<file path="src/rtl/ifetch_requester.sv">
// Instruction-fetch initiator: owns the PC, issues one imem read at a time, buffers results in a prefetch FIFO.
// Optional macro FETCH_TIMEOUT_EN: abandon a silent request after TIMEOUT cycles, retry it, and raise sticky fetch_err_o.
module ifetch_requester #(
    parameter int unsigned     WORD     = 64,
    parameter int unsigned     INSTR    = 32,
    parameter int unsigned     FIFO_AW  = 2,
    parameter logic [WORD-1:0] RESET_PC = '0,
    parameter int unsigned     TIMEOUT  = 15
) (
    input  logic             clk,
    input  logic             rst_n,
    output logic [WORD-1:0]  imem_addr_o,
    output logic             imem_read_o,
    input  logic [INSTR-1:0] imem_rdata_i,
    input  logic             imem_valid_i,
    input  logic             pc_src_i,
    input  logic [WORD-1:0]  branch_target_i,
    output logic [INSTR-1:0] instr_out_o,
    output logic [WORD-1:0]  instr_pc_o,
    output logic             instr_valid_o,
    input  logic             instr_ready_i,
    output logic             fetch_err_o
);
    localparam int unsigned      DEPTH    = 1 << FIFO_AW;
    localparam logic [FIFO_AW:0] FULL_CNT = (FIFO_AW + 1)'(DEPTH);

    if (TIMEOUT < 1 || FIFO_AW < 1) begin : g_bad_param
        $error("ifetch_requester: TIMEOUT and FIFO_AW must be at least 1");
    end

    typedef enum logic [1:0] {IDLE, REQ, WAIT, DROP} state_t;

    typedef struct packed {
        logic [WORD-1:0]  pc;
        logic [INSTR-1:0] instr;
    } entry_t;

    state_t             state_q, state_d;
    logic [WORD-1:0]    pc_q, pc_d;
    logic [WORD-1:0]    addr_q, addr_d;
    entry_t             fifo_q [DEPTH];
    logic [FIFO_AW-1:0] rd_ptr_q, rd_ptr_d;
    logic [FIFO_AW-1:0] wr_ptr_q, wr_ptr_d;
    logic [FIFO_AW:0]   cnt_q, cnt_d;
    logic               push, pop, tmo_hit;

    // A redirect squashes both the landing response and any decode pop in that cycle.
    assign push = (state_q == WAIT) && imem_valid_i && !pc_src_i;
    assign pop  = instr_valid_o && instr_ready_i && !pc_src_i;

`ifdef FETCH_TIMEOUT_EN
    localparam int unsigned TW = $clog2(TIMEOUT + 1);

    logic [TW-1:0] tmo_q, tmo_d;
    logic          err_q;
    logic          waiting;

    assign waiting = (state_q == WAIT) || (state_q == DROP);
    assign tmo_hit = waiting && !imem_valid_i && (tmo_q >= TW'(TIMEOUT - 1));

    // Counter keeps running across a WAIT->DROP redirect: it is the same outstanding response.
    always_comb begin
        tmo_d = '0;
        if (waiting && (state_d == WAIT || state_d == DROP))
            tmo_d = (tmo_q == TW'(TIMEOUT)) ? tmo_q : tmo_q + 1'b1;
    end

    always_ff @(posedge clk or negedge rst_n) begin
        if (!rst_n) begin
            tmo_q <= '0;
            err_q <= 1'b0;
        end else begin
            tmo_q <= tmo_d;
            if (tmo_hit && !pc_src_i) err_q <= 1'b1;
        end
    end

    assign fetch_err_o = err_q;
`else
    assign tmo_hit     = 1'b0;
    assign fetch_err_o = 1'b0;
`endif

    always_comb begin
        state_d = state_q;
        unique case (state_q)
            IDLE: if (!pc_src_i && cnt_q < FULL_CNT) state_d = REQ;
            REQ:  state_d = pc_src_i ? DROP : WAIT;
            WAIT: begin
                if (imem_valid_i)  state_d = IDLE;
                else if (pc_src_i) state_d = DROP;
                else if (tmo_hit)  state_d = IDLE;
            end
            DROP: if (imem_valid_i || (tmo_hit && !pc_src_i)) state_d = IDLE;
            default: state_d = IDLE;
        endcase
    end

    always_comb begin
        pc_d     = pc_q;
        addr_d   = addr_q;
        rd_ptr_d = rd_ptr_q;
        wr_ptr_d = wr_ptr_q;
        cnt_d    = cnt_q;
        if (pc_src_i) begin
            pc_d     = branch_target_i & ~WORD'(3);
            rd_ptr_d = '0;
            wr_ptr_d = '0;
            cnt_d    = '0;
        end else begin
            if (push) begin
                pc_d     = pc_q + WORD'(4);
                wr_ptr_d = wr_ptr_q + 1'b1;
            end
            if (pop) rd_ptr_d = rd_ptr_q + 1'b1;
            unique case ({push, pop})
                2'b10:   cnt_d = cnt_q + 1'b1;
                2'b01:   cnt_d = cnt_q - 1'b1;
                default: cnt_d = cnt_q;
            endcase
        end
        // Address is latched on entry to REQ and held until the next request.
        if (state_q == IDLE && state_d == REQ) addr_d = pc_q;
    end

    always_ff @(posedge clk or negedge rst_n) begin
        if (!rst_n) begin
            state_q  <= IDLE;
            pc_q     <= RESET_PC;
            addr_q   <= RESET_PC;
            rd_ptr_q <= '0;
            wr_ptr_q <= '0;
            cnt_q    <= '0;
        end else begin
            state_q  <= state_d;
            pc_q     <= pc_d;
            addr_q   <= addr_d;
            rd_ptr_q <= rd_ptr_d;
            wr_ptr_q <= wr_ptr_d;
            cnt_q    <= cnt_d;
        end
    end

    always_ff @(posedge clk) begin
        if (push) fifo_q[wr_ptr_q] <= '{pc: pc_q, instr: imem_rdata_i};
    end

    assign imem_read_o   = (state_q == REQ);
    assign imem_addr_o   = addr_q;
    assign instr_valid_o = (cnt_q != '0);
    assign instr_pc_o    = fifo_q[rd_ptr_q].pc;
    assign instr_out_o   = fifo_q[rd_ptr_q].instr;

endmodule

</file>
<file path="config.mk">
export PLATFORM = sky130hd
export DESIGN_NAME = ifetch_requester
export DESIGN_NICKNAME = d
export VERILOG_FILES = /design/src/rtl/ifetch_requester.sv
export SDC_FILE = /design/constraint.sdc
export NUM_CORES = 1
export LEC_CHECK = 0
export ABC_AREA = 1
export CORE_ASPECT_RATIO = 0.7
export CORE_MARGIN = 10
export CORE_UTILIZATION = 55
export DETAILED_ROUTE_END_ITERATION = 8
export GPL_TIMING_DRIVEN = 0
export PLACE_DENSITY = 0.83
export SETUP_SLACK_MARGIN = 0.1
export SYNTH_ARGS = -nofsm -noshare
export SYNTH_HDL_FRONTEND = slang
export SYNTH_SLANG_ARGS = --single-unit
</file>
<file path="constraint.sdc">
create_clock -name clk -period 12.17 [get_ports clk]
set_input_delay 2.434 -clock clk [delete_from_list [all_inputs] [get_ports clk]]
set_output_delay 2.434 -clock clk [all_outputs]
set_load 0.05 [all_outputs]
</file>
==> results.md <==
* Setup Viol. Count Final at 0
* FP Rows at 60
* Largest stage delay, worst path at 890 ps
* Syn Inst Count at 2003
* Post-synth EDFFs at 376
* Syn Area/Cell at 10.7 um2
* Post-CTS sizing at 0
* Port Buffer Count at 256
* Residual DRC count at 0
* Sequential fraction of the synthesis area at 68.1%
* Max clock buf depth at 3
* Ports at 264
* Minimum clock period at 6090 ps
* Outcome: complete, no violations
* RSZ-0062 raised after global routing: false
* Slew margin rel. at 35.9%
* Chip Width at 256 um
* Die Span Y at 185 um
* CP startpoint kind: register
* # hold bufs at CTS at 0
* #FFs+latches synth at 509
* Post-synth ARST share at 26.1%
* CTS sink count at 509
* Synthesis-to-finish area growth at 23.8%
* Vias per cell at 5.91
* PD cells at 226 nW/um2
* CP max stage cell: clkdlybuf4s50_1
* Antenna Nets Post-Route at 0
* Drt wl/cell at 24.0 um
* GR Util All Layers at 28.7%
* Hold Crit Class: reg -> reg
* Fin Setup TNS at 0 ps
* Critical path's top delay family: buffers and inverters
* CTS clk-pin slew, worst paths at 70 ps
* Buffers plus inverters on the worst setup path at 5
* Vias in the first global route at 16800
* Vias at 17100
* Net count reported at finish at 2431
* Period utilization at 50.0%
* Clk root buf: clkbuf_16
* Post-DP HPWL at 49.8 mm
* Layout cell share with drive strength beyond 1 at 6.73%
* WHS Endpoint: imem_addr_o[25]$_DFFE_PN0P_
* DIE AREA at 47500 um2
* Fin util at 69.0%
* Hold Path Cell Cnt at 2
* Ys Warns at 0
* Slew @ Worst Pin at 962 ps
* Worst Path Arrival at 3650 ps
* Max Fanout on Critical Path at 10
* Max-cap violations at 0
* Synth cell types at 39
* Fin. max-slew vios at 0
* Fmax at 164 MHz
* Number of fill cells at 2773
* TritonCTS clock tree: yes
* Setup crit end kind: primary output
* Maximum vdd ir drop at 0.000156 V
* Ys flop type: edfxtp_1
* Routability cong. at 0.959
* Starting Density at 55.7%
* GR Overflow Total at 0
* First-pass GRT wire length at 103 mm
* Initial antenna violation count at 5
* Worst skew pair latency at 590 ps
* DRT iter0 DRCs at 2173
* CP required at 9740 ps
* Crit Reg-Reg Startpoint: state_q[1]$_DFF_PN0_
* RR Endpoint: fifo_q[2][82]$_DFFE_PP_
* P_leak at 0.00988 uW
* Final wirelength at 69.5 mm
* Final Skew at 34.2 ps
* Critical path class: reg -> out
* Min-Delay Startpoint: imem_addr_o[25]$_DFFE_PN0P_
* FF-to-FF path depth at 10
* Most used cell, CP: buf_2
* Reg2reg setup slack at 9170 ps
* Fin. Hold Viols at 0
* 1st-pass router iterations at 5
* Setup bufs post-CTS at 0
* TritonCTS Buffers at 46
* Netlist area before placement at 21500 um2
* H-tree depth at 2
* Worst path cell trace: buf_2 > clkinv_1 > clkbuf_1 > buf_2 > nor2_1 > o22ai_1 > clkdlybuf4s50_1
* Core area at 38500 um2
* Largest net degree at the start of global routing at 77
## routing by layer
metal | global-route usage (%) | vias up | wire (um)
li1 | - | 7530 | -
met1 | 39.9 | 8294 | 27400
met2 | 45.2 | 1136 | 31900
met3 | 5.94 | 126 | 8410
met4 | 8.57 | 2 | 1890
met5 | 0 | - | 13
## synth_stat cells (all sizes together) (5+ instances only)
library cell | count | area share (%)
o211ai | 13 | 0.45
clkbuf | 69 | 1.2
edfxtp | 376 | 53
buf | 31 | 0.78
nand2 | 365 | 6.5
a21oi | 7 | 0.16
xor2 | 23 | 0.94
nand3 | 81 | 2.0
mux2 | 5 | 0.26
o22ai | 95 | 2.8
nor2 | 348 | 6.5
dfrtp | 133 | 16
o21ai | 291 | 6.8
o221ai | 5 | 0.20
ha | 5 | 0.29
inv | 131 | 2.3
## stage by stage
| step | hold slack, ps | area (um2) | instances | setup WS [ps] | total power (uW) |
|---|---|---|---|---|---|
| final | 490 | 26600 | 2892 | 6080 | 6010 |
| after global routing | 522 | 26600 | 2892 | 5960 | 6210 |
| after CTS | 491 | 26600 | 2889 | 6040 | 6000 |
| after detailed placement | 476 | 25000 | 2803 | 6660 | 4500 |
| after global placement | 471 | 24700 | 2790 | 748 | 4450 |
| after floorplan | 497 | 21500 | 2007 | 4660 | 3610 |
## where the power goes
| group | leakage (uW) | total [uW] | internal, uW | switching [uW] |
|---|---|---|---|---|
| registers | 0.00506 | 2320 | 2100 | 219 |
| clock network | 0.000770 | 1510 | 844 | 668 |
| logic | 0.00405 | 2180 | 622 | 1550 |
| total | 0.00988 | 6010 | 3570 | 2440 |
## layout make-up
cell class              instances  area (um2)  share of cell area (%)
well taps                     527         659                    2.48
plain buffers                 100         425                    1.60
flip-flops and latches        509       14600                    55.0
repair buffers                269        2830                    10.7
clock buffers                  52        1190                    4.49
clock inverters                34         377                    1.42
diodes                          3        7.51                  0.0282
inverters                     134         503                    1.89
multi-input cells            1264        5970                    22.4
## state kept, by name, summed over array words and instances, names as in the netlist
| signal | flops |
|---|---|
| fifo_q | 376 |
| imem_addr_o | 62 |
| pc_q | 62 |
| cnt_q | 3 |
| rd_ptr_q | 2 |
| state_q | 2 |
| wr_ptr_q | 2 |
## placed cells by master, fill, tap and decap left out, drive strengths merged, types with 2 or more instances in the layout
| cell type | instances |
|---|---|
| o21ai | 291 |
| buf | 45 |
| ha | 5 |
| nand3 | 81 |
| conb | 5 |
| clkbuf | 121 |
| xor2 | 23 |
| dfrtp | 133 |
| clkdlybuf4s50 | 255 |
| xnor2 | 2 |
| nor3 | 4 |
| clkinvlp | 3 |
| mux2 | 5 |
| nand2 | 365 |
| edfxtp | 376 |
| bufinv | 6 |
| diode | 3 |
| nand4 | 4 |
| a21oi | 7 |
| o211ai | 13 |
| clkinv | 25 |
| o22ai | 95 |
| o21bai | 3 |
| o221ai | 5 |
| nor2 | 348 |
| inv | 134 |
| a22oi | 2 |
## worst register-to-register path, stage by stage (launching register included)
cell and delay [ps]:
dfrtp_1 400, nand2_1 70, inv_1 80, nand2_1 220
nor2_1 230, inv_1 110, buf_2 260, nor2_4 530
buf_12 290, buf_12 240, buf_12 240
## worst max-delay path by stage
stage	slack (ps)	cells past startpoint	to	from
6_report	6080	7	instr_pc_o[32]	rd_ptr_q[0]$_DFFE_PN0P_
5_1_grt	5960	6	instr_pc_o[32]	rd_ptr_q[1]$_DFFE_PN0P_
4_1_cts	6040	7	instr_pc_o[32]	rd_ptr_q[0]$_DFFE_PN0P_
3_5_place_dp	6660	7	instr_pc_o[32]	rd_ptr_q[0]$_DFFE_PN0P_
3_3_place_gp	750	8	fifo_q[0][91]$_DFFE_PP_	imem_valid_i
2_1_floorplan	4660	7	fifo_q[0][0]$_DFFE_PP_	imem_valid_i
## cell families after synthesis
kind of cell    Yosys count  share of synthesized area (%)
compound gates          419                           10.6
xor+xnor                 25                           1.02
fa+ha+maj                 6                          0.385
buf+inv                 234                           4.32
flops                   509                           68.1
mux                       5                          0.262
other cells               1                         0.0175
simple gates            804                           15.2
Note: power is estimated with default switching activity, not from simulation.
